--- config.mk ---
export PLATFORM = sky130hd
export DESIGN_NAME = ocx_dlx_tx_lane_que_flat
export DESIGN_NICKNAME = d
export VERILOG_FILES = /design/src/rtl/ocx_dlx_tx_lane_que_pkg.sv /design/src/rtl/ocx_dlx_tx_lane_que_if.sv /design/src/rtl/ocx_dlx_tx_lane_que_skid_fifo.sv /design/src/rtl/ocx_dlx_tx_lane_que.sv /design/src/flat_wrapper.sv
export SDC_FILE = /design/constraint.sdc
export NUM_CORES = 1
export LEC_CHECK = 0
export CAP_MARGIN = 25
export CORE_AREA = 2 2 195 197
export DETAILED_ROUTE_END_ITERATION = 16
export DIE_AREA = 0 0 197 199
export PLACE_DENSITY = 0.58
export RECOVER_POWER = 50
export SLEW_MARGIN = 20
export SYNTH_ARGS = -nofsm -noshare
export SYNTH_HDL_FRONTEND = slang
export SYNTH_HIERARCHICAL = 1
export SYNTH_SLANG_ARGS = --single-unit
--- constraint.sdc ---
create_clock -name dlx_clk -period 8.15 [get_ports dlx_clk]
set_input_delay 2.445 -clock dlx_clk [delete_from_list [all_inputs] [get_ports dlx_clk]]
set_output_delay 2.445 -clock dlx_clk [all_outputs]
set_load 0.03 [all_outputs]
--- src/rtl/ocx_dlx_tx_lane_que_pkg.sv ---
// Shared constants and helpers for the DLX transmit lane queue.
package ocx_dlx_tx_pkg;

   localparam int          BLOCK_W       = 64;
   localparam logic [63:0] TS1_PATTERN   = 64'h4B4A4A4A4A4A4A4A;
   localparam logic [47:0] TS2_HEADER    = 48'h4B4545454545;
   localparam logic [47:0] TS3_HEADER    = 48'h4B4141414141;
   localparam logic [39:0] DESKEW_HEADER = 40'h4B1E1E1E1E;

   function automatic logic [7:0] reverse8(input logic [7:0] b);
      logic [7:0] r;
      for (int i = 0; i < 8; i++) r[i] = b[7-i];
      return r;
   endfunction

endpackage

--- src/rtl/ocx_dlx_tx_lane_que_if.sv ---
// Valid/ready block handshake between the lane queue and the gearbox.
interface ocx_dlx_tx_lane_que_if;
   import ocx_dlx_tx_pkg::*;

   logic [BLOCK_W-1:0] que_gb_data;
   logic               que_gb_odd;
   logic               que_gb_valid;
   logic               gb_que_ready;

   modport master (output que_gb_data, output que_gb_odd, output que_gb_valid, input gb_que_ready);
   modport slave  (input que_gb_data, input que_gb_odd, input que_gb_valid, output gb_que_ready);
endinterface

--- src/rtl/ocx_dlx_tx_lane_que_skid_fifo.sv ---
// Two-entry in-order skid FIFO; storage is not reset, only pointers and count.
module ocx_dlx_tx_skid_fifo #(
   parameter int WIDTH = 65
) (
   input  logic             clk,
   input  logic             rst,
   input  logic             push,
   input  logic             pop,
   input  logic [WIDTH-1:0] wr_data,
   output logic [WIDTH-1:0] rd_data,
   output logic             vld,
   output logic             full
);

   logic [WIDTH-1:0] mem [2];
   logic             wr_ptr;
   logic             rd_ptr;
   logic [1:0]       count;
   logic             push_ok;
   logic             pop_ok;

   assign vld     = (count != 2'd0);
   assign full    = (count == 2'd2);
   assign push_ok = push & ~full;
   assign pop_ok  = pop & vld;
   assign rd_data = mem[rd_ptr];

   always_ff @(posedge clk) begin
      if (rst) begin
         wr_ptr <= 1'b0;
         rd_ptr <= 1'b0;
         count  <= 2'd0;
      end else begin
         if (push_ok) wr_ptr <= ~wr_ptr;
         if (pop_ok)  rd_ptr <= ~rd_ptr;
         count <= count + {1'b0, push_ok} - {1'b0, pop_ok};
      end
   end

   always_ff @(posedge clk) begin
      if (push_ok) mem[wr_ptr] <= wr_data;
   end

endmodule

--- src/rtl/ocx_dlx_tx_lane_que.sv ---
// Per-lane transmit queue: pattern/source select, reverse, scramble, parity, skid buffer.
module ocx_dlx_tx_lane_que
   import ocx_dlx_tx_pkg::*;
#(
   parameter int NUM_NBR         = 3,
   parameter int DESKEW_INTERVAL = 32
) (
   input  logic                     dlx_clk,
   input  logic                     ctl_que_reset,
   input  logic [2:0]               ctl_que_lane,
   input  logic                     ctl_que_tx_ts0,
   input  logic                     ctl_que_tx_ts1,
   input  logic                     ctl_que_tx_ts2,
   input  logic                     ctl_que_tx_ts3,
   input  logic [15:0]              ctl_que_good_lanes,
   input  logic [23:0]              ctl_que_deskew,
   input  logic [63:0]              ctl_que_lane_scrambler,
   output logic                     que_ctl_adv,
   input  logic [NUM_NBR-1:0]       ctl_que_use_neighbor,
   input  logic [63:0]              flt_que_data,
   input  logic                     flt_que_valid,
   output logic                     que_flt_ready,
   input  logic [NUM_NBR*64-1:0]    neighbor_in_data,
   output logic [63:0]              neighbor_out_data,
   ocx_dlx_tx_lane_que_if.master    gb
);

   localparam int                CNT_W   = $clog2(DESKEW_INTERVAL);
   localparam logic [CNT_W-1:0]  TS_LAST = CNT_W'(DESKEW_INTERVAL - 1);

   logic               training;
   logic               full;
   logic               enq_p0;
   logic               deq_p1;
   logic [CNT_W-1:0]   ts_count;
   logic [63:0]        pattern_p0;
   logic [63:0]        next_p0;
   logic [63:0]        rev_p0;
   logic [64:0]        word_p0;
   logic [64:0]        head_p1;
   logic               vld_p1;
   logic               unused_deskew_low;

   assign unused_deskew_low = ^ctl_que_deskew[4:0];

   assign training          = ctl_que_tx_ts0 | ctl_que_tx_ts1 | ctl_que_tx_ts2 | ctl_que_tx_ts3;
   assign que_flt_ready     = ~full & ~training & ~ctl_que_reset;
   assign enq_p0            = ~ctl_que_reset & ~full & (training | flt_que_valid);
   assign que_ctl_adv       = enq_p0;
   assign neighbor_out_data = flt_que_data;

   // Training counter wraps so every DESKEW_INTERVAL-th training block is a deskew block
   always_ff @(posedge dlx_clk) begin
      if (ctl_que_reset || !training) ts_count <= '0;
      else if (enq_p0)                ts_count <= (ts_count == TS_LAST) ? '0 : ts_count + 1'b1;
   end

   always_comb begin
      pattern_p0 = '0;
      if (ts_count == TS_LAST)  pattern_p0 = {DESKEW_HEADER, ctl_que_deskew[23:5], 2'b00, ctl_que_lane};
      else if (ctl_que_tx_ts1)  pattern_p0 = TS1_PATTERN;
      else if (ctl_que_tx_ts2)  pattern_p0 = {TS2_HEADER, ctl_que_good_lanes};
      else if (ctl_que_tx_ts3)  pattern_p0 = {TS3_HEADER, ctl_que_good_lanes};
   end

   // Descending scan leaves the lowest-index selected neighbor as the winner
   always_comb begin
      next_p0 = flt_que_data;
      for (int i = NUM_NBR - 1; i >= 0; i--) begin
         if (ctl_que_use_neighbor[i]) next_p0 = neighbor_in_data[64*i +: 64];
      end
      if (training) begin
         for (int b = 0; b < 8; b++) next_p0[8*(7-b) +: 8] = pattern_p0[8*b +: 8];
      end
   end

   always_comb begin
      rev_p0 = '0;
      for (int b = 0; b < 8; b++) rev_p0[8*(7-b) +: 8] = reverse8(next_p0[8*b +: 8]);
      word_p0 = {^next_p0, rev_p0 ^ ctl_que_lane_scrambler};
   end

   // ---- stage p0 -> p1: skid FIFO ----
   assign deq_p1 = vld_p1 & gb.gb_que_ready;

   ocx_dlx_tx_skid_fifo #(.WIDTH(65)) u_fifo (
      .clk     (dlx_clk),
      .rst     (ctl_que_reset),
      .push    (enq_p0),
      .pop     (deq_p1),
      .wr_data (word_p0),
      .rd_data (head_p1),
      .vld     (vld_p1),
      .full    (full)
   );

   assign gb.que_gb_valid = vld_p1;
   assign gb.que_gb_data  = vld_p1 ? head_p1[63:0] : 64'h0;
   assign gb.que_gb_odd   = vld_p1 & head_p1[64];

endmodule

--- src/flat_wrapper.sv ---
// flat-port wrapper written by rule: the top's interface ports become plain ports
module ocx_dlx_tx_lane_que_flat import ocx_dlx_tx_pkg::*;
#(
   parameter int NUM_NBR         = 3,
   parameter int DESKEW_INTERVAL = 32
)
  (dlx_clk, ctl_que_reset, ctl_que_lane, ctl_que_tx_ts0, ctl_que_tx_ts1, ctl_que_tx_ts2, ctl_que_tx_ts3, ctl_que_good_lanes, ctl_que_deskew, ctl_que_lane_scrambler, que_ctl_adv, ctl_que_use_neighbor, flt_que_data, flt_que_valid, que_flt_ready, neighbor_in_data, neighbor_out_data, gb_que_gb_data, gb_que_gb_odd, gb_que_gb_valid, gb_gb_que_ready);
  ocx_dlx_tx_lane_que_if gb_i ();
  input  logic dlx_clk;
  input  logic ctl_que_reset;
  input  logic [2:0] ctl_que_lane;
  input  logic ctl_que_tx_ts0;
  input  logic ctl_que_tx_ts1;
  input  logic ctl_que_tx_ts2;
  input  logic ctl_que_tx_ts3;
  input  logic [15:0] ctl_que_good_lanes;
  input  logic [23:0] ctl_que_deskew;
  input  logic [63:0] ctl_que_lane_scrambler;
  output logic que_ctl_adv;
  input  logic [NUM_NBR-1:0] ctl_que_use_neighbor;
  input  logic [63:0] flt_que_data;
  input  logic flt_que_valid;
  output logic que_flt_ready;
  input  logic [NUM_NBR*64-1:0] neighbor_in_data;
  output logic [63:0] neighbor_out_data;
  output wire logic [$bits(gb_i.que_gb_data)-1:0] gb_que_gb_data;
  output wire logic [$bits(gb_i.que_gb_odd)-1:0] gb_que_gb_odd;
  output wire logic [$bits(gb_i.que_gb_valid)-1:0] gb_que_gb_valid;
  input wire logic [$bits(gb_i.gb_que_ready)-1:0] gb_gb_que_ready;
  assign gb_que_gb_data = gb_i.que_gb_data;
  assign gb_que_gb_odd = gb_i.que_gb_odd;
  assign gb_que_gb_valid = gb_i.que_gb_valid;
  assign gb_i.gb_que_ready = gb_gb_que_ready;
  ocx_dlx_tx_lane_que #(.NUM_NBR(NUM_NBR), .DESKEW_INTERVAL(DESKEW_INTERVAL)) u_core (.dlx_clk(dlx_clk), .ctl_que_reset(ctl_que_reset), .ctl_que_lane(ctl_que_lane), .ctl_que_tx_ts0(ctl_que_tx_ts0), .ctl_que_tx_ts1(ctl_que_tx_ts1), .ctl_que_tx_ts2(ctl_que_tx_ts2), .ctl_que_tx_ts3(ctl_que_tx_ts3), .ctl_que_good_lanes(ctl_que_good_lanes), .ctl_que_deskew(ctl_que_deskew), .ctl_que_lane_scrambler(ctl_que_lane_scrambler), .que_ctl_adv(que_ctl_adv), .ctl_que_use_neighbor(ctl_que_use_neighbor), .flt_que_data(flt_que_data), .flt_que_valid(flt_que_valid), .que_flt_ready(que_flt_ready), .neighbor_in_data(neighbor_in_data), .neighbor_out_data(neighbor_out_data), .gb(gb_i));
endmodule
==> metrics.cfg, run 1 <==
[status]
outcome=finished, violations left
failed_checks=capacitance limit, slew limit

[drt]
vias_per_cell=4.61
ant_nets=0
vias=8584
drtPass1Iterations=5
avgRoutedWirePerCell_um=21.8
drc=0
routed_wl_um=40600
drt-initial-drc-count=462

[floorplanning]
die_h_um=199
core_mm2=0.0371
die_w_um=197
io_pins=506
num_rows=71
dieArea_mm2=0.0392
start_util_pct=27.7

[synthesis]
synth_edf_count=130
synth-seq-cells=140
yosys.area.top_type=edfxtp_1
synth.most_common_cell=edfxtp_1
ys_async_sr_fraction_pct=0
ys.warnings.count=6
syn_inst=965
synth_ff_type=edfxtp_1
syn_nets=1344
ys_seq_area_share_pct=39.9
synth.top_cell.area_share_pct=37.9
synth.distinct_cells=54
synth_commonest_cells=edfxtp_1 (130), mux2_2 (101), xnor2_1 (79)
avgSynthCellArea_um2=10.7
synth_area_mm2=0.0103
ys_top_cells_by_area=edfxtp_1 (38%), mux2_2 (11%), xnor2_1 (6.7%)

[global_routing]
grt_start_max_net_pins=68
grt_use_total_pct=20.0
gr-total-overflow=0
antenna_found_initial=2
grt_pass1_vias=8719
grt_pass1_wl_um=56500

[min_path]
min_to=u_core/u_fifo/wr_ptr$_SDFFE_PP0N_
hold_depth=2
worstHoldStart=u_core/u_fifo/wr_ptr$_SDFFE_PP0N_
hold_class=flop to flop

[layout]
syn_to_final_growth_pct=51.9
nNetsFinal=1752
finish.utilization_pct=42.1
drive_above_1_share_pct=11.7

[worst_setup_path]
reg2reg_depth=12
worstSetupPathType=primary input to primary output
r2r-end=u_core/u_fifo/mem[0][64]$_DFFE_PP_
crit_arrival_ps=5040
critPathMaxStageDelay_ps=1000
cp.required_ps=5710
worstPathMaxFanout=14
crit_slowest_cell=or4_2
path_cells=clkdlybuf4s50_1 > clkbuf_1 > or4_2 > o21ai_0 > inv_1 > buf_4
worst_setup_path_end_kind=primary output
start_kind=primary input
worst-r2r-setup-slack_ps=4010
reg2reg_from=u_core/ts_count[0]$_SDFFE_PP0P_

[sta]
period_minus_slack_ps=7490
relSlewSlack_pct=-92.8
slew_violations=140
hold_viol_final=0
max_slew.worst_pin.slew_ps=2890
setup-tns-final_ps=0
fin_crit_sh_pct=91.8
skew_ps=22.3
rsz0062_at_grt=false
final-setup-viol-count=0
max_freq_mhz=134

[pwr]
cellPowerDensity_mw_per_mm2=225
ir_drop_v=0.000130
total_leakage_power_nw=5.71

[cts]
path_clk_slew_ps=60
hold_buffers=0
clk_latency_ps=420
cts_root_buffer=clkbuf_16
cts_resized=0
cts_sinks=140
cts_setup_buffers=0
h-tree-depth=4
cts_tree=yes
clk_path_buf_depth=2
cts_buffers=17

[placement]
io_buffers=500
routabilityCongestion=0.856
dp_hpwl_um=32000

[flow_run]
drv_cap=3

## placed cells by master, fill, tap and decap left out, types with 40 or more instances in the layout
| cell | n |
|---|---|
| a21oi_1 | 60 |
| and2_1 | 46 |
| clkdlybuf4s50_1 | 480 |
| edfxtp_1 | 130 |
| mux2_2 | 101 |
| mux2i_1 | 67 |
| nand2_1 | 75 |
| o21ai_0 | 66 |
| xnor2_1 | 79 |
| xor2_1 | 40 |
## critical path: cells and delay by family
family / cells / cell delay, ps
AO/OA/AOI/OAI: 1 / 400
buffers and inverters: 4 / 1180
AND/OR/NAND/NOR: 1 / 1000
## per-layer routing
layer  up-vias  routed length, µm  global-route usage (%)
met1      4038              18300                    27.0
met5         -                  0                       0
met2       299              19900                    34.0
li1       4218                  -                       -
met4         0                629                    4.54
met3        29               1850                    2.78
## through the flow
step	cell area [µm²]	hold WS [ps]	power, mW	worst slack [ps]	cells
detailed placement	15100	483	2.81	970	1826
global placement	15100	473	2.79	997	1826
global route	15600	507	3.71	477	1861
finish	15600	487	3.52	665	1862
floorplan	10300	451	2.07	1530	965
CTS	15700	494	3.60	969	1858
## logic make-up after synthesis
family	Yosys count	synth area share (%)
simple gates	204	10.3
compound gates	186	11.6
mux	169	17.7
flops	140	39.9
buf+inv	138	8.98
xor+xnor	123	11.0
fa+ha+maj	5	0.608
## registers in the layout (all words and copies together) (netlist names), named ones only
| signal | flops |
|---|---|
| u_core/u_fifo/count | 2 |
| u_core/ts_count | 5 |
| u_core/u_fifo/wr_ptr | 1 |
| u_core/u_fifo/rd_ptr | 1 |
| u_core/u_fifo/mem | 130 |
## power by group
group	total [mW]	switching, mW	internal, mW
logic	1.70	0.928	0.770
clock network	0.771	0.340	0.431
registers	1.06	0.0546	1.00
total	3.52	1.32	2.20
## worst max-delay path by stage
stage / start / endpoint / slack, ps / depth (start not counted)
6_report: ctl_que_tx_ts1 / que_ctl_adv / 660 / 6
3_5_place_dp: ctl_que_tx_ts1 / que_ctl_adv / 970 / 6
4_1_cts: ctl_que_tx_ts1 / que_ctl_adv / 970 / 6
3_3_place_gp: ctl_que_tx_ts1 / que_ctl_adv / 1000 / 6
5_1_grt: ctl_que_tx_ts1 / que_ctl_adv / 480 / 6
2_1_floorplan: ctl_que_tx_ts0 / que_flt_ready / 1530 / 6
## area by class of cell
cell class / instances / area [µm²]
Fill cell: 3635 / 21500
Inverter: 12 / 46.3
Clock buffer: 17 / 425
Multi-Input combinational cell: 687 / 5180
Tap cell: 474 / 593
Clock inverter: 15 / 150
Sequential cell: 140 / 4110
Timing Repair Buffer: 515 / 5130
Antenna cell: 2 / 5.00
Power figures use the tool's default switching activity.
==> inputs of run 2 (changes only) <==
--- a/config.mk
+++ b/config.mk
@@ -6,11 +6,14 @@
 export NUM_CORES = 1
 export LEC_CHECK = 0
 export CAP_MARGIN = 25
-export CORE_AREA = 2 2 195 197
+export CORE_AREA = 2 2 199 201
+export CTS_BUF_LIST = sky130_fd_sc_hd__clkbuf_2
 export DETAILED_ROUTE_END_ITERATION = 16
-export DIE_AREA = 0 0 197 199
-export PLACE_DENSITY = 0.58
+export DIE_AREA = 0 0 201 203
+export MAX_ROUTING_LAYER = met4
+export PLACE_DENSITY = 0.56
 export RECOVER_POWER = 50
+export SETUP_SLACK_MARGIN = 0.1
 export SLEW_MARGIN = 20
 export SYNTH_ARGS = -nofsm -noshare
 export SYNTH_HDL_FRONTEND = slang
==> run 2 against run 1 <==
  * The flow still finishes with violations (capacitance limit, slew limit)
  * Cell count up 2.3%
  * Global-route usage grew 0.22 points
  * Utilization fell by 2.1 points
  * Sequential power barely moved
  * Sequential share of layout area increased by 0.42 points
  * Non-clock buffer count unchanged
  * Critical path depth is 1 lower
  * Critical path type unchanged
==> metrics.cfg, run 2 (synthesis results as in run 1) <==
[worst_setup_path]
crit_arrival_ps=5040  ; about the same
worstSetupPathType=primary input to primary output
cp.required_ps=5710  ; about the same
start_kind=primary input
reg2reg_from=u_core/ts_count[0]$_SDFFE_PP0P_
worstPathMaxFanout=20  ; +6
reg2reg_depth=11  ; -1
worst_setup_path_end_kind=primary output
r2r-end=u_core/u_fifo/mem[0][64]$_DFFE_PP_
worst-r2r-setup-slack_ps=3550  ; -460 ps

[cts]
cts_resized=0  ; unchanged
cts_setup_buffers=0  ; unchanged
cts_tree=yes
cts_root_buffer=clkbuf_2
path_clk_slew_ps=190  ; +130 ps
clk_latency_ps=720  ; +300 ps
cts_buffers=17  ; unchanged
h-tree-depth=4  ; unchanged
cts_sinks=140  ; unchanged
clk_path_buf_depth=2  ; unchanged
hold_buffers=0  ; unchanged

[floorplanning]
dieArea_mm2=0.0408  ; +4.1%
num_rows=72  ; +1.4%
die_h_um=203  ; +2.0%
core_mm2=0.0385  ; +3.6%
io_pins=506  ; unchanged
start_util_pct=26.8  ; -0.96 points
die_w_um=201  ; +2.0%

[drt]
vias=8712  ; +1.5%
routed_wl_um=41300  ; +1.7%
ant_nets=0  ; unchanged
vias_per_cell=4.58  ; -0.75%
drt-initial-drc-count=482  ; +4.3%
avgRoutedWirePerCell_um=21.7  ; -0.54%
drc=0  ; unchanged
drtPass1Iterations=13  ; +8

[sta]
setup-tns-final_ps=0  ; unchanged
fin_crit_sh_pct=91.8  ; about the same
skew_ps=37.4  ; +15.2 ps
max_freq_mhz=134  ; about the same
relSlewSlack_pct=-46.9  ; +46 points
slew_violations=80  ; -43%
rsz0062_at_grt=false
holdWs_ps=504  ; +16.9 ps
period_minus_slack_ps=7480  ; -1.49 ps
hold_viol_final=0  ; unchanged
max_slew.worst_pin.slew_ps=2200  ; -688 ps
final-setup-viol-count=0  ; unchanged

[pwr]
total_leakage_power_nw=5.57  ; -2.5%
cellPowerDensity_mw_per_mm2=211  ; -6.4%
ir_drop_v=0.000126  ; -2.5%

[min_path]
worstHoldStart=u_core/u_fifo/wr_ptr$_SDFFE_PP0N_
hold_class=flop to flop
hold_depth=2  ; unchanged
min_to=u_core/u_fifo/wr_ptr$_SDFFE_PP0N_

[placement]
dp_hpwl_um=33100  ; +3.5%
placed_area_mm2=0.0152  ; +0.51%
routabilityCongestion=0.887  ; +3.7%
io_buffers=500  ; unchanged

[global_routing]
grt_pass1_vias=8905  ; +2.1%
grt_use_total_pct=20.2  ; +0.22 points
grt_start_max_net_pins=66  ; -2.9%
grt_pass1_wl_um=58700  ; +4.0%
gr-total-overflow=0  ; unchanged
antenna_found_initial=2  ; unchanged

[layout]
drive_above_1_share_pct=11.5  ; -0.20 points
syn_to_final_growth_pct=49.5
nNetsFinal=1752  ; unchanged
stdcell_area_mm2=0.0154  ; -1.6%
layout_commonest_cell=clkdlybuf4s50_1
largest_register=u_core/u_fifo/mem
finish.utilization_pct=40.0  ; -2.1 points
largest_register_ffs=130  ; unchanged
layout_common_cells=clkdlybuf4s50_1 (492), edfxtp_1 (130), mux2_2 (101)
reg_top3=u_core/u_fifo/mem x130, u_core/ts_count x5, u_core/u_fifo/count x2

[flow_run]
drv_cap=3  ; unchanged

[status]
outcome=finished, violations left
failed_checks=capacitance limit, slew limit

-- run 2: cell count changes in the layout (fill, tap and decap cells not counted), sizes merged --
cell           delta
buf               -1
dlygate4sd3      -12
clkinv            +1
clkdlybuf4s50    +12
bufinv            +4
clkinvlp          -1
clkbuf            +2
inv               -7
-- run 2: critical path, cell delays in order --
cell and delay, ps:
dlygate4sd3_1 640, or4_1 1010, o21ai_0 540, inv_1 170, buf_4 210
-- run 2: worst max path at each step --
stage / from / endpoint / cells past startpoint
6_report: ctl_que_tx_ts0 / que_ctl_adv / 5
5_1_grt: ctl_que_tx_ts0 / que_ctl_adv / 5
4_1_cts: ctl_que_tx_ts0 / que_ctl_adv / 5
3_5_place_dp: ctl_que_tx_ts0 / que_ctl_adv / 5
3_3_place_gp: ctl_que_tx_ts0 / que_ctl_adv / 5
2_1_floorplan: ctl_que_tx_ts0 / que_flt_ready / 6
-- run 2: power breakdown --
group	switching, mW	leakage (nW)	internal [mW]
registers	0.0681	1.29	0.999
clock network	0.258	0.163	0.229
logic	0.917	4.11	0.776
-- run 2: area by class of cell --
type,count,area [µm²]
timing repair buffer,515,5110
inverter,12,46.3
multi-input combinational,687,5180
fill,3832,23100
tap,518,648
clock buffer,18,90.1
antenna,2,5.00
sequential,140,4110
clock inverter,12,195
-- run 2: routing by layer --
layer	share of wire [%]	wire length (µm)	global-route usage, %	vias up
met1	47	19300	27.7	4166
met2	47	19500	31.9	318
met3	4.7	1940	2.68	23
met4	1.4	570	4.39	0
met5	0	0	-	-
li1	-	-	-	4205
-- run 2: metrics by stage --
stage                     cells  total power, mW  setup WS, ps
after floorplan             965             2.07          1530
after global placement     1871             2.79           841
after detailed placement   1871             2.80           802
after CTS                  1901             3.30           801
after global routing       1904             3.42           582
final                      1904             3.25           666
==> inputs of run 3 (changes only) <==
--- a/config.mk
+++ b/config.mk
@@ -6,13 +6,16 @@
 export NUM_CORES = 1
 export LEC_CHECK = 0
 export CAP_MARGIN = 25
+export CELL_PAD_IN_SITES_DETAIL_PLACEMENT = 1
+export CELL_PAD_IN_SITES_GLOBAL_PLACEMENT = 1
 export CORE_AREA = 2 2 199 201
 export CTS_BUF_LIST = sky130_fd_sc_hd__clkbuf_2
 export DETAILED_ROUTE_END_ITERATION = 16
 export DIE_AREA = 0 0 201 203
 export MAX_ROUTING_LAYER = met4
-export PLACE_DENSITY = 0.56
+export PLACE_DENSITY = 0.72
 export RECOVER_POWER = 50
+export REMOVE_ABC_BUFFERS = 1
 export SETUP_SLACK_MARGIN = 0.1
 export SLEW_MARGIN = 20
 export SYNTH_ARGS = -nofsm -noshare
==> run 3 against run 2 <==
  * The flow still finishes with violations (capacitance limit, slew limit)
  * Global-route usage shrank 0.31 points
  * Die area is the same
  * Worst hold slack gained 26 ps
  * Routed wire length shrank 2.8%
  * Count of clock-buffer cells in the layout grew 2
  * Clock skew shrank 6.0 ps
  * Via count grew 0.63%
  * Critical path depth is the same
  * Clock power shrank 18%
  * Worst setup slack gained 19 ps
  * Register-to-register slack lost 150 ps
  * Utilization shrank 0.19 points
==> metrics.cfg, run 3 (synthesis results as in run 1) <==
[drt]
ant_nets=0  ; unchanged
drc=0  ; unchanged
routed_wl_um=40200  ; -2.8%
avgRoutedWirePerCell_um=21.0  ; -3.1%
drtPass1Iterations=4  ; -9
drt-initial-drc-count=306  ; -37%
vias_per_cell=4.59  ; +0.32%
vias=8767  ; +0.63%

[worst_setup_path]
path_cells=dlygate4sd3_1 > or4_2 > o21ai_0 > inv_1 > clkdlybuf4s50_1
crit_arrival_ps=5020  ; -20 ps
cp.required_ps=5710  ; about the same
crit_slowest_cell=or4_2
worst_setup_path_end_kind=primary output
critPathMaxStageDelay_ps=710  ; -300 ps
path_buf_inv=3  ; unchanged
start_kind=primary input
worstSetupPathType=primary input to primary output
path_delay_family=buffers and inverters
worstPathMaxFanout=5  ; -75%

[pwr]
cellPowerDensity_mw_per_mm2=206  ; -2.2%
p_total_mw=3.16  ; -2.6%
ir_drop_v=0.0000778  ; -38%
total_leakage_power_nw=5.55  ; -0.36%

[placement]
routabilityCongestion=0.865  ; -2.6%
io_buffers=500  ; unchanged
dp_slack_ps=695  ; -107 ps
dpl.cell_count=1875  ; +0.21%
dp_hpwl_um=31200  ; -5.8%

[global_routing]
grt_pass1_wl_um=59300  ; +1.0%
gr-total-overflow=0  ; unchanged
antenna_found_initial=1  ; -1
grt_pass1_vias=9737  ; +9.3%
grt_use_total_pct=19.9  ; -0.31 points
grt_start_max_net_pins=66  ; unchanged

[floorplanning]
die_w_um=201  ; unchanged
num_rows=72  ; unchanged
io_pins=506  ; unchanged
core_mm2=0.0385  ; unchanged
die_h_um=203  ; unchanged
start_util_pct=26.8  ; unchanged
dieArea_mm2=0.0408  ; unchanged

[sta]
period_minus_slack_ps=7460  ; -19.3 ps
relSlewSlack_pct=-99.9  ; -53 points
fin_crit_sh_pct=91.6  ; -0.24 points
final-setup-viol-count=0  ; unchanged
max_slew.worst_pin.slew_ps=3000  ; +794 ps
rsz0062_at_grt=false
slew_violations=79  ; -1.3%
holdWs_ps=530  ; +26.0 ps
max_freq_mhz=134  ; +0.26%
hold_viol_final=0  ; unchanged
worst_slack_ps=685  ; +19.3 ps
skew_ps=31.5  ; -5.99 ps
setup-tns-final_ps=0  ; unchanged

[layout]
largest_register=u_core/u_fifo/mem
reg_top3=u_core/u_fifo/mem x130, u_core/ts_count x5, u_core/u_fifo/count x2
finalNonFillerCells=1910  ; +0.32%
drive_above_1_share_pct=11.8  ; +0.30 points
layout_commonest_cell=clkdlybuf4s50_1
nNetsFinal=1757  ; +0.29%
layout_common_cells=clkdlybuf4s50_1 (494), edfxtp_1 (130), mux2_2 (101)
largest_register_ffs=130  ; unchanged
syn_to_final_growth_pct=48.8

[cts]
hold_buffers=0  ; unchanged
h-tree-depth=4  ; unchanged
cts_resized=0  ; unchanged
cts_setup_buffers=0  ; unchanged
cts_buffers=17  ; unchanged
clk_latency_ps=730  ; about the same
cts_root_buffer=clkbuf_2
cts_sinks=140  ; unchanged
clk_path_buf_depth=2  ; unchanged
cts_tree=yes
path_clk_slew_ps=210  ; +20 ps

[status]
failed_checks=capacitance limit, slew limit
outcome=finished, violations left

[min_path]
hold_class=flop to flop

[flow_run]
drv_cap=2  ; -1

run 3: worst paths after layout:
| check | end | cells past startpoint | from | slack (ps) |
|---|---|---|---|---|
| worst min register to register | u_core/ts_count[3]$_SDFFE_PP0P_ | 2 | u_core/ts_count[3]$_SDFFE_PP0P_ | 530 |
| worst max register to register | u_core/u_fifo/mem[1][9]$_DFFE_PP_ | 7 | u_core/u_fifo/count[0]$_SDFF_PP0_ | 3400 |
| worst min-delay path | u_core/ts_count[3]$_SDFFE_PP0P_ | 2 | u_core/ts_count[3]$_SDFFE_PP0P_ | 530 |
| worst max-delay path | que_ctl_adv | 5 | ctl_que_tx_ts1 | 690 |
run 3: power breakdown:
| part | switching, mW | leakage (nW) | internal (mW) | total [mW] |
|---|---|---|---|---|
| clock network | 0.278 | 0.141 | 0.118 | 0.397 |
| logic | 0.930 | 4.11 | 0.779 | 1.71 |
| registers | 0.0557 | 1.29 | 1.00 | 1.06 |
| total | 1.26 | 5.55 | 1.90 | 3.16 |
run 3: per-stage QoR:
stage          util (%)  cell area (µm²)
2_1_floorplan         -             9420
3_3_place_gp       39.6            15200
3_5_place_dp       39.6            15200
4_1_cts            40.1            15400
5_1_grt            39.8            15300
6_report           39.8            15300
run 3: area by class of cell:
cell class	instances	area, µm²
Inverter	12	46.3
Tap cell	518	648
Sequential cell	140	4110
Antenna cell	1	2.50
Fill cell	4374	23200
Clock inverter	12	111
Clock buffer	20	100
Multi-Input combinational cell	687	5170
Timing Repair Buffer	520	5130
run 3: routing by layer:
layer / up-vias / global-route usage, % / routed length (µm)
li1: 4201 / - / -
met4: 0 / 4.39 / 629
met1: 4241 / 22.1 / 16200
met3: 30 / 4.27 / 1980
met5: - / - / 0
met2: 295 / 36.4 / 21400
run 3: worst min-delay path, delay by kind of cell, from the launching register on:
family | cells | cell delay, ps
AO/OA/AOI/OAI | 2 | 150
flip-flops | 1 | 360
==> RTL edit (settings of run 1) <==
`DESKEW_INTERVAL` is set to 32 in 2 places; all go to 64.
--- a/src/rtl/ocx_dlx_tx_lane_que.sv
+++ b/src/rtl/ocx_dlx_tx_lane_que.sv
@@ -5,3 +5,3 @@
    parameter int NUM_NBR         = 3,
-   parameter int DESKEW_INTERVAL = 32
+   parameter int DESKEW_INTERVAL = 64
 ) (
--- a/src/flat_wrapper.sv
+++ b/src/flat_wrapper.sv
@@ -4,3 +4,3 @@
    parameter int NUM_NBR         = 3,
-   parameter int DESKEW_INTERVAL = 32
+   parameter int DESKEW_INTERVAL = 64
 )
Behaviour: no difference found for any inputs over 4 cycles, from zero or initial values and one cycle with ctl_que_reset high; that may be too few to reach the edited logic, so the function may still have changed.
==> RTL edit against run 1 <==
- the run still ends with capacitance limit, slew limit left
- final cell count rose by 0.48%
- sequential share of layout area decreased by 0.16 points
- critical path type unchanged
- core utilization rose by 0.43 points
- total power increased by 0.25%
- routed wire length up 2.6%
- sequential cell count up 1
- via count down 0.59%
- worst setup slack improved by 0.083 ns
- cell area rose by 1.0%
- critical endpoint unchanged
- largest cell class unchanged
- area after synthesis rose by 0.72%
==> RTL edit: results (changes against run 1) <==
[route]
dr_wl_met3_microns=1720  ; was 1850 microns
via_per_inst=4.56  ; was 4.61
wl_per_cell_microns=22.3  ; was 21.8 microns
wl_met1_microns=19400  ; was 18300 microns
wl_met2_microns=20000  ; was 19900 microns
first_pass_iters=4  ; was 5

[layout]
reg.largest.list=u_core/u_fifo/mem: 130 flops, u_core/ts_count: 6 flops, u_core/u_fifo/count: 2 flops  ; was u_core/u_fifo/mem: 130 flops, u_core/ts_count: 5 flops, u_core/u_fifo/count: 2 flops
drive_above_1_share_pct=9.55  ; was 11.7%
fin_cells=1871  ; was 1862

[worst_setup_path]
crit_fanout=28  ; was 14

[place]
place_hpwl_microns=34500  ; was 32000 microns
place_inst=1832  ; was 1826
place_congestion=0.866  ; was 0.856
place_area_sq_mm=0.0152  ; was 0.0151 sq mm

[logic_synthesis]
synth_seq_cells=141  ; was 140
syn_area_per_cell_sq_um=10.7  ; about the same
ys_types=55  ; was 54
ys_top_cells_by_count=edfxtp_1, xnor2_1, mux2_2  ; was edfxtp_1, mux2_2, xnor2_1
synth_area_leaders=edfxtp_1, mux2_2, mux2i_1, xnor2_1, buf_4  ; was edfxtp_1, mux2_2, xnor2_1, mux2i_1, buf_4
ys_seq_area_share_pct=39.8  ; was 39.9%
synth_fp_nets=1346  ; was 1344

[run_status]
status=finished with violations  ; unchanged
violations=capacitance limit, slew limit  ; unchanged

[pwr]
power_leakage_nw=5.75  ; was 5.71 nW
vdd_drop_max_uv=112  ; was 130 uV

[grt]
grt_max_degree=68  ; unchanged
grt_pass1_vias=8698  ; was 8719
grt_usage_pct=20.7  ; was 20.0%
grt_pass1_wl_microns=58400  ; was 56500 microns
antenna_found_initial=5  ; was 2

[sta]
worst_pin_slew_ns=3.25  ; was 2.89 ns
clock_skew_ns=0.0108  ; was 0.0223 ns
drv_slew=126  ; was 140

[flow_run]
max_cap_viol_count=3  ; unchanged

RTL edit: power by group:
part | internal (W) | switching [W] | leakage [nW]
Combinational | 0.000788 | 0.000922 | 4.16
Sequential | 0.00100 | 0.0000439 | 1.30
Clock | 0.000481 | 0.000297 | 0.284
RTL edit: critical path, cell delays in order:
cell	delay (ns)
clkdlybuf4s50_1	0.48
buf_4	0.19
nor3_2	0.10
nand2b_1	0.12
clkbuf_1	0.98
nor2_1	0.07
nor3_1	0.17
buf_4	0.20
buf_4	0.19
RTL edit: metrics by stage:
stage	util, %	setup WS (ns)
5_1_grt	42.5	0.569
3_5_place_dp	41.0	1.21
6_report	42.5	0.748
4_1_cts	42.6	1.20
2_1_floorplan	-	1.29
3_3_place_gp	40.9	1.21
RTL edit: path summary, 6_finish.rpt:
path         slack, ns  depth (start not counted)                       end
max               0.75                          9               que_ctl_adv
max reg2reg       3.92                         10  u_core/u_fifo/mem[0][64]
min               0.49                          2      u_core/u_fifo/wr_ptr
min reg2reg       0.49                          2      u_core/u_fifo/wr_ptr
RTL edit: per-layer routing:
| metal | vias up | GRT usage (%) |
|---|---|---|
| met1 | 4035 | 28.6 |
| met4 | 0 | 5.43 |
| met5 | - | 0 |
| li1 | 4205 | - |
| met2 | 269 | 34.0 |
| met3 | 24 | 3.03 |
RTL edit: kinds of logic after synthesis:
family / share of synthesized area (%)
fa+ha+maj: 0.362
xor+xnor: 12.1
buf+inv: 8.42
mux: 17.8
flops: 39.8
simple gates: 11.5
compound gates: 10.0
RTL edit: layout make-up:
class                   count  area share (%)
repair buffers            516            32.5
multi-input cells         697            33.6
flip-flops and latches    141            26.1
clock buffers              18            2.72
diodes                      5          0.0792
well taps                 474            3.75
inverters                   6           0.143
clock inverters            14            1.08
